$ cat src/rtl/pipeline_stage_register_if.sv
// Valid/ready bundle for one elastic pipeline register.
// Slave is the register itself, master is the stage pair around it.
interface pipeline_stage_register_if #(
  parameter int WIDTH = 32,
  parameter int CNT_W = 16
);
  logic             flush_i;
  logic             valid_i;
  logic             ready_o;
  logic [WIDTH-1:0] data_i;
  logic             valid_o;
  logic             ready_i;
  logic [WIDTH-1:0] data_o;
  logic             stall_clr_i;
  logic [CNT_W-1:0] stall_cnt_o;

  modport slave (
    input  flush_i,
    input  valid_i,
    input  data_i,
    input  ready_i,
    input  stall_clr_i,
    output ready_o,
    output valid_o,
    output data_o,
    output stall_cnt_o
  );

  modport master (
    output flush_i,
    output valid_i,
    output data_i,
    output ready_i,
    output stall_clr_i,
    input  ready_o,
    input  valid_o,
    input  data_o,
    input  stall_cnt_o
  );
endinterface

$ cat src/rtl/pipeline_stage_register.sv
// Elastic inter-stage register: two-entry skid buffer, flush
// to bubble, saturating stall counter. Updates on falling clk.
module pipeline_stage_register #(
  parameter int               WIDTH  = 32,
  parameter logic [WIDTH-1:0] BUBBLE = WIDTH'(32'h0000_0013),
  parameter int               CNT_W  = 16
) (
  input  logic clk,
  input  logic rst,
  pipeline_stage_register_if.slave bus
);

  typedef enum logic [1:0] {
    EMPTY = 2'd0,
    BUSY  = 2'd1,
    FULL  = 2'd2
  } state_e;

  localparam logic [CNT_W-1:0] CNT_MAX = '1;

  state_e           state_q, state_d;
  logic [WIDTH-1:0] m_q, m_d;
  logic [WIDTH-1:0] s_q, s_d;
  logic             valid_q;
  logic             ready_q;
  logic [CNT_W-1:0] cnt_q, cnt_d;
  logic             in_w;
  logic             out_w;

  assign in_w  = bus.valid_i & ready_q;
  assign out_w = valid_q & bus.ready_i;

  // Next entry state: M always holds the older entry, S the younger.
  always_comb begin
    state_d = state_q;
    m_d     = m_q;
    s_d     = s_q;
    if (bus.flush_i) begin
      state_d = EMPTY;
    end else begin
      unique case (state_q)
        EMPTY: begin
          if (in_w) begin
            state_d = BUSY;
            m_d     = bus.data_i;
          end
        end
        BUSY: begin
          if (in_w && out_w) begin
            m_d = bus.data_i;
          end else if (in_w) begin
            state_d = FULL;
            s_d     = bus.data_i;
          end else if (out_w) begin
            state_d = EMPTY;
          end
        end
        FULL: begin
          if (out_w) begin
            state_d = BUSY;
            m_d     = s_q;
          end
        end
        default: state_d = EMPTY;
      endcase
    end
  end

  // Entry registers plus registered valid/ready flags.
  always_ff @(negedge clk) begin
    if (rst) begin
      state_q <= EMPTY;
      valid_q <= 1'b0;
      ready_q <= 1'b1;
      m_q     <= BUBBLE;
      s_q     <= BUBBLE;
    end else begin
      state_q <= state_d;
      valid_q <= (state_d != EMPTY);
      ready_q <= (state_d != FULL);
      m_q     <= m_d;
      s_q     <= s_d;
    end
  end

  // Stall count: clear wins, flush freezes, saturate at all-ones.
  always_comb begin
    cnt_d = cnt_q;
    if (bus.stall_clr_i) begin
      cnt_d = '0;
    end else if (valid_q && !bus.ready_i && !bus.flush_i
                 && cnt_q != CNT_MAX) begin
      cnt_d = cnt_q + 1'b1;
    end
  end

  // Stall counter register.
  always_ff @(negedge clk) begin
    if (rst) begin
      cnt_q <= '0;
    end else begin
      cnt_q <= cnt_d;
    end
  end

  assign bus.ready_o     = ready_q;
  assign bus.valid_o     = valid_q;
  assign bus.data_o      = valid_q ? m_q : BUBBLE;
  assign bus.stall_cnt_o = cnt_q;

endmodule

$ cat src/flat_wrapper.sv
// flat-port wrapper written by rule: the top's interface ports become plain ports
module pipeline_stage_register_flat 
#(
  parameter int               WIDTH  = 32,
  parameter logic [WIDTH-1:0] BUBBLE = WIDTH'(32'h0000_0013),
  parameter int               CNT_W  = 16
)
  (clk, rst, bus_flush_i, bus_valid_i, bus_data_i, bus_ready_i, bus_stall_clr_i, bus_ready_o, bus_valid_o, bus_data_o, bus_stall_cnt_o);
  pipeline_stage_register_if #(.WIDTH(WIDTH), .CNT_W(CNT_W)) bus_i ();
  input  logic clk;
  input  logic rst;
  input wire logic [$bits(bus_i.flush_i)-1:0] bus_flush_i;
  input wire logic [$bits(bus_i.valid_i)-1:0] bus_valid_i;
  input wire logic [$bits(bus_i.data_i)-1:0] bus_data_i;
  input wire logic [$bits(bus_i.ready_i)-1:0] bus_ready_i;
  input wire logic [$bits(bus_i.stall_clr_i)-1:0] bus_stall_clr_i;
  output wire logic [$bits(bus_i.ready_o)-1:0] bus_ready_o;
  output wire logic [$bits(bus_i.valid_o)-1:0] bus_valid_o;
  output wire logic [$bits(bus_i.data_o)-1:0] bus_data_o;
  output wire logic [$bits(bus_i.stall_cnt_o)-1:0] bus_stall_cnt_o;
  assign bus_i.flush_i = bus_flush_i;
  assign bus_i.valid_i = bus_valid_i;
  assign bus_i.data_i = bus_data_i;
  assign bus_i.ready_i = bus_ready_i;
  assign bus_i.stall_clr_i = bus_stall_clr_i;
  assign bus_ready_o = bus_i.ready_o;
  assign bus_valid_o = bus_i.valid_o;
  assign bus_data_o = bus_i.data_o;
  assign bus_stall_cnt_o = bus_i.stall_cnt_o;
  pipeline_stage_register #(.WIDTH(WIDTH), .BUBBLE(BUBBLE), .CNT_W(CNT_W)) u_core (.clk(clk), .rst(rst), .bus(bus_i));
endmodule
$ cat config.mk
export PLATFORM = sky130hd
export DESIGN_NAME = pipeline_stage_register_flat
export DESIGN_NICKNAME = d
export VERILOG_FILES = /design/src/rtl/pipeline_stage_register_if.sv /design/src/rtl/pipeline_stage_register.sv /design/src/flat_wrapper.sv
export SDC_FILE = /design/constraint.sdc
export NUM_CORES = 1
export LEC_CHECK = 0
export ABC_AREA = 0
export CAP_MARGIN = 20
export CORE_ASPECT_RATIO = 1.5
export CORE_MARGIN = 10
export CORE_UTILIZATION = 50
export DETAILED_ROUTE_END_ITERATION = 12
export GPL_TIMING_DRIVEN = 0
export HOLD_SLACK_MARGIN = 0.02
export MAX_ROUTING_LAYER = met4
export PLACE_DENSITY_LB_ADDON = 0.15
export SETUP_SLACK_MARGIN = 0.05
export SLEW_MARGIN = 20
export SYNTH_ARGS = -nofsm -noshare
export SYNTH_HDL_FRONTEND = slang
export SYNTH_SLANG_ARGS = --single-unit
$ cat constraint.sdc
create_clock -name clk -period 2.3 [get_ports clk]
set_input_delay 0.23 -clock clk [delete_from_list [all_inputs] [get_ports clk]]
set_output_delay 0.23 -clock clk [all_outputs]
set_load 0.005 [all_outputs]
==> results.py, run 1 <==
metrics = {
    "outcome": {
        "outcome": "finished with violations",
        "violations": "negative setup slack",
    },
    "final_layout": {
        "syn_to_final_growth_pct": 69.91,
        "layout_commonest_cell": "inv_1",
        "fin_nets": 745,
        "n_antenna_cell": 0,
        "final_core_util_pct": 87.96,
        "drive_above_1_share_pct": 40.62,
        "finalNonFillerCells": 811,
        "multi_input_area_um2": 2691,
        "finalInstanceArea_um2": 6739,
        "fillCellCount": 365,
        "regArea_um2": 1729,
        "most-common-layout-cells": "inv_1 (91), dfxtp_1 (66), a21oi_2 (50)",
    },
    "setup_path": {
        "critPathLaunchType": "register",
        "criticalPathCategory": "reg2out",
        "critPathRequiredTime_ps": 2070,
        "crit_fanout": 6,
        "crit_path_end_kind": "output port",
        "arrival_ps": 2520,
    },
    "timing": {
        "setup_viol": 88,
        "slew_headroom_pct": 54.39,
        "rsz0062_at_grt": "yes",
        "setup_slack_ps": -446.4,
        "final_hold_viol_count": 0,
        "finClkSkew_ps": 36.74,
        "report.final.slew_viol_count": 0,
        "tightest_slew_ps": 678.5,
        "whs_ps": 471.2,
    },
    "placement": {
        "dp_hpwl_um": 8443,
        "io_buffers": 86,
        "place_congestion": 0.8318,
        "place_area_um2": 5032,
        "placedCellCount": 669,
    },
    "clock_tree": {
        "cts_max_path_buffers": 2,
        "clock-root-buffer": "clkbuf_16",
        "insertion_delay_ps": 440,
        "clkSinkCount": 84,
        "cts_tree": "done",
        "hold_buffers": 0,
        "cts.reportedPaths.clkPinSlew_ps": 60,
        "numCtsBuffers": 9,
        "htree_levels": 3,
    },
    "die": {
        "rows": 39,
        "dieWidth_um": 92.72,
        "die_area_um2": 11970,
        "dieHeight_um": 129.1,
        "fp.coreArea_um2": 7661,
        "top_level_ports": 88,
        "start_util_pct": 51.77,
    },
    "yosys": {
        "synth_nets": 520,
        "synth.cell_area_um2": 3966,
        "dominantRegCellSynth": "dfxtp_1",
        "synth.distinct_cells": 42,
        "async_flop_share_pct": 0,
        "synth-edff-count": 0,
        "ys_seq_elements": 84,
        "syn_inst": 481,
        "avgSynthCellArea_um2": 8.246,
        "synth_warnings": 0,
        "synth_seq_area_share_pct": 42.40,
    },
    "grt": {
        "grt_max_degree": 13,
        "grt-busiest-layer": "met2",
        "grt_usage_pct": 24.09,
        "grtUsageMet1_pct": 21.45,
        "overflow": 0,
        "grt_first_pass_wirelength_um": 22710,
        "use_met2_pct": 42.13,
        "antenna_found_initial": 0,
        "use_met3_pct": 7.457,
        "grt_pass1_vias": 5024,
    },
    "route": {
        "wl_um": 17540,
        "drcViolationCount": 0,
        "routed_via_density": 6.186,
        "ant_nets": 0,
        "drtPass1Iterations": 6,
        "initialDrtViolationCount": 519,
        "wire_per_inst_um": 21.62,
        "vias": 5017,
    },
    "power_and_ir_drop": {
        "power.leakage_nw": 3.061,
        "power.density_nw_per_um2": 619.0,
        "total_power_mw": 4.171,
        "ir_drop_mv": 0.6586,
    },
    "hold_path": {
        "hold_path_class": "reg2reg",
    },
    "job": {
        "cap_viol_max_count": 0,
    },
}
[metal layers]
| layer | wire length (um) | vias up |
|---|---|---|
| met5 | 0 | - |
| met3 | 1346 | 114 |
| li1 | - | 2165 |
| met4 | 1016 | 0 |
| met2 | 9181 | 366 |
| met1 | 5991 | 2372 |
[critical path: stages, from the launching register on]
cell	delay (ps)
dfxtp_2	310
buf_6	130
buf_6	130
buf_8	130
and2_4	140
buf_6	110
[per-stage QoR]
stage	setup TNS [ps]	setup slack, ps
2_1_floorplan	-8375	-191.9
3_5_place_dp	-98920	-1163
4_1_cts	-12580	-439.3
3_3_place_gp	-96530	-1118
6_report	-14140	-446.4
5_1_grt	-16480	-457.1
[registers in the layout (all words and copies together), names as in the netlist]
| name | count |
|---|---|
| u_core.s_q | 32 |
| u_core.bus.ready_o | 1 |
| u_core.bus.valid_o | 1 |
| u_core.state_q | 2 |
| u_core.bus.stall_cnt_o | 16 |
| u_core.m_q | 32 |
[cells by family after synthesis]
kind of cell    Yosys count  share of synthesized area (%)
fa+ha+maj                 1                         0.3154
buf+inv                  47                          4.984
compound gates          130                          18.08
flops                    84                          42.40
mux                      33                          8.328
simple gates            186                          25.90
[worst paths after layout]
check	endpoint	slack (ps)	depth (start not counted)	startpoint
setup / recovery	bus_data_o[20]	-450	5	u_core.bus.valid_o
hold / removal	u_core.m_q[0]	470	1	u_core.m_q[0]
setup reg to reg	u_core.bus.stall_cnt_o[2]	240	7	u_core.bus.stall_cnt_o[0]
hold reg to reg	u_core.m_q[0]	470	1	u_core.m_q[0]
[synthesized netlist by cell type, drive strengths merged (2+ instances only)]
master | n | area share (%)
a211o | 3 | 0.66
a21oi | 75 | 9.5
and2 | 29 | 4.6
and3 | 3 | 0.50
buf | 10 | 1.5
clkbuf | 30 | 2.9
dfxtp | 84 | 42
inv | 7 | 0.66
mux2i | 33 | 8.3
nand2 | 73 | 6.9
nand2b | 2 | 0.32
nand3 | 7 | 0.88
nand3b | 5 | 0.95
nand4 | 5 | 1.3
nor2 | 4 | 0.38
nor3 | 6 | 0.76
nor4 | 2 | 0.63
o21ai | 34 | 4.3
o31ai | 11 | 2.1
or2 | 2 | 0.32
or2b | 2 | 0.38
or3 | 33 | 5.2
or4 | 11 | 2.1
[final cells by class]
cell class | count | share of cell area, %
Buffer | 40 | 5.589
Clock buffer | 9 | 3.342
Clock inverter | 89 | 5.421
Inverter | 6 | 0.3342
Multi-Input combinational cell | 351 | 39.94
Sequential cell | 84 | 25.66
Tap cell | 102 | 1.894
Timing Repair Buffer | 130 | 17.82
[power by group]
part | switching [mW] | internal (mW)
sequential | 0.0304 | 1.49
combinational | 0.259 | 0.247
clock | 1.12 | 1.02
[repair_timing]
item / 4_1_cts / 5_1_grt
gates resized for setup: 359 / 134
gates cloned: 4 / 4
buffers inserted: 30 / 7
pin swaps: 44 / 14
setup endpoints to repair: 134 / 108
No activity file was read; power rests on OpenSTA's default activity.
==> inputs of run 2 (changes only) <==
CORE_UTILIZATION = 40   (was 50)
==> run 2 against run 1 <==
The flow still finishes with violations (negative setup slack). Global-route usage fell by 5.6 points. First-iteration DRC count fell by 53%. Via count fell by 12%. Utilization fell by 20 points. Clock skew fell by 8.5 ps. Cell count rose by 1.1%. Highest routed layer unchanged.
==> results.py, run 2 (synthesis results as in run 1) <==
metrics = {
    "clock_tree": {
        "cts_max_path_buffers": 2,
        "htree_levels": 3,
        "insertion_delay_ps": 420,
        "cts.reportedPaths.clkPinSlew_ps": 30,
        "clock-root-buffer": "clkbuf_16",
        "numCtsBuffers": 9,
        "cts_tree": "done",
        "clkSinkCount": 84,
    },
    "power_and_ir_drop": {
        "pwr-share-clk_pct": 50.6,
        "p_switching_mw": 1.218,
        "ir_drop_mv": 0.4734,
        "power.density_nw_per_um2": 600.4,
        "internal_power_mw": 2.756,
        "p_sw_share_pct": 30.65,
        "power.leakage_nw": 3.013,
        "share_comb_of_total_power_pct": 11.0,
        "p_seq_share_pct": 38.3,
    },
    "setup_path": {
        "cpPeakStageDelay_ps": 310,
        "path_cells": "buf_6, buf_6, clkbuf_16, and2_4, buf_6",
        "cp_slowest_cell": "dfxtp_2",
        "critPathLaunchType": "register",
        "cpMostUsedCell": "buf_6",
        "timing.rr.start": "u_core.bus.stall_cnt_o[0]",
        "r2r_cells": 7,
        "reg2reg_to": "u_core.bus.stall_cnt_o[1]",
        "cp.buffers_inverters": 4,
        "crit_path_end_kind": "output port",
        "critical_path.top_delay_family": "buffers and inverters",
        "critPathRequiredTime_ps": 2070,
        "criticalPathCategory": "reg2out",
        "reg2reg_slack_ps": 250,
        "arrival_ps": 2520,
        "crit_fanout": 5,
    },
    "grt": {
        "grt_usage_pct": 18.54,
        "grt_first_pass_wirelength_um": 21370,
        "antenna_found_initial": 0,
        "grt_pass1_vias": 4706,
        "grt_max_degree": 14,
        "overflow": 0,
    },
    "final_layout": {
        "regArea_um2": 1727,
        "multi_input_area_um2": 2618,
        "n_antenna_cell": 0,
        "drive_above_1_share_pct": 38.87,
        "layout_commonest_cell": "inv_1",
        "fin_nets": 739,
        "final_core_util_pct": 68.31,
        "syn_to_final_growth_pct": 66.88,
        "fillCellCount": 816,
        "most-common-layout-cells": "inv_1 (92), dfxtp_1 (66), a21oi_2 (44)",
    },
    "outcome": {
        "outcome": "finished with violations",
        "violations": "negative setup slack",
    },
    "timing": {
        "finClkSkew_ps": 28.19,
        "final_hold_viol_count": 0,
        "report.final.slew_viol_count": 0,
        "setup_viol": 35,
        "rsz0062_at_grt": "yes",
        "tightest_slew_ps": 702.8,
        "slew_headroom_pct": 52.76,
        "finalSetupTns_ps": -11330,
        "setup_slack_ps": -447.2,
    },
    "die": {
        "dieHeight_um": 142.0,
        "dieWidth_um": 101.3,
        "rows": 44,
        "die_area_um2": 14380,
        "start_util_pct": 40.93,
        "top_level_ports": 88,
        "fp.coreArea_um2": 9689,
    },
    "placement": {
        "io_buffers": 86,
        "place_congestion": 0.8765,
        "dp_hpwl_um": 8508,
    },
    "hold_path": {
        "hold_path_class": "reg2reg",
        "whs_endpoint": "u_core.s_q[7]",
        "hold_depth": 2,
        "hold_path.startpoint": "u_core.s_q[7]",
    },
    "route": {
        "ant_nets": 0,
        "initialDrtViolationCount": 245,
        "routed_via_density": 5.411,
        "drtPass1Iterations": 5,
        "vias": 4437,
        "drcViolationCount": 0,
        "wl_um": 13670,
        "wire_per_inst_um": 16.67,
    },
    "job": {
        "cap_viol_max_count": 0,
    },
}
[run 2: layout make-up]
class	instances	area share [%]
Clock inverter	91	5.728
Clock buffer	9	3.403
Timing Repair Buffer	124	16.94
Buffer	40	5.784
Sequential cell	84	26.09
Inverter	6	0.3403
Multi-Input combinational cell	351	39.55
Tap cell	115	2.174
[run 2: metal layers]
layer	global-route usage, %	part of all wire, %	vias to the layer above
met1	17.41	38	2110
met3	6.271	5.6	28
met5	-	0	-
met4	11.33	2.3	0
li1	-	-	2151
met2	31.57	55	148
[run 2: per-stage QoR]
step	setup WS [ps]	instances	power (mW)	cell area (um^2)	hold WS, ps
floorplan	-191.9	481	1.938	4044	430.6
global placement	-1176	682	2.089	5049	444.7
detailed placement	-1211	682	2.094	5049	448.3
CTS	-445.3	815	3.976	6256	459.6
global route	-498.7	820	4.229	6619	472.2
finish	-447.2	820	3.974	6619	457.6
[run 2: power groups by stage]
stage	combinational (mW)	clock, mW	sequential, mW
after floorplan	0.174	0.224	1.54
after global placement	0.319	0.224	1.55
after detailed placement	0.322	0.224	1.55
after CTS	0.395	2.06	1.52
after global routing	0.473	2.23	1.52
final	0.439	2.01	1.52
[run 2: worst register-to-register path: stages (launching register included)]
cell and delay, ps:
dfxtp_4 350, buf_4 130, ha_1 280, nand4_1 140
nor4_2 500, buf_2 330, o21ai_0 100, a21oi_1 150
[run 2: worst max-delay path by stage]
stage	startpoint	end	slack, ps	cells past startpoint
floorplan	bus_ready_i	u_core.bus.stall_cnt_o[15]	-190	4
global placement	bus_flush_i	u_core.s_q[9]	-1180	6
detailed placement	bus_flush_i	u_core.s_q[19]	-1210	6
CTS	u_core.bus.valid_o	bus_data_o[20]	-450	5
global route	u_core.bus.valid_o	bus_data_o[20]	-500	5
finish	u_core.bus.valid_o	bus_data_o[20]	-450	5
[run 2: repair_timing]
item | in CTS | in global routing
cloned | 6 | 0
hold buffers | 0 | 0
gates resized for setup | 354 | 110
endpoints found under the setup margin | 134 | 106
pin swaps | 35 | 18
buffers inserted | 28 | 5
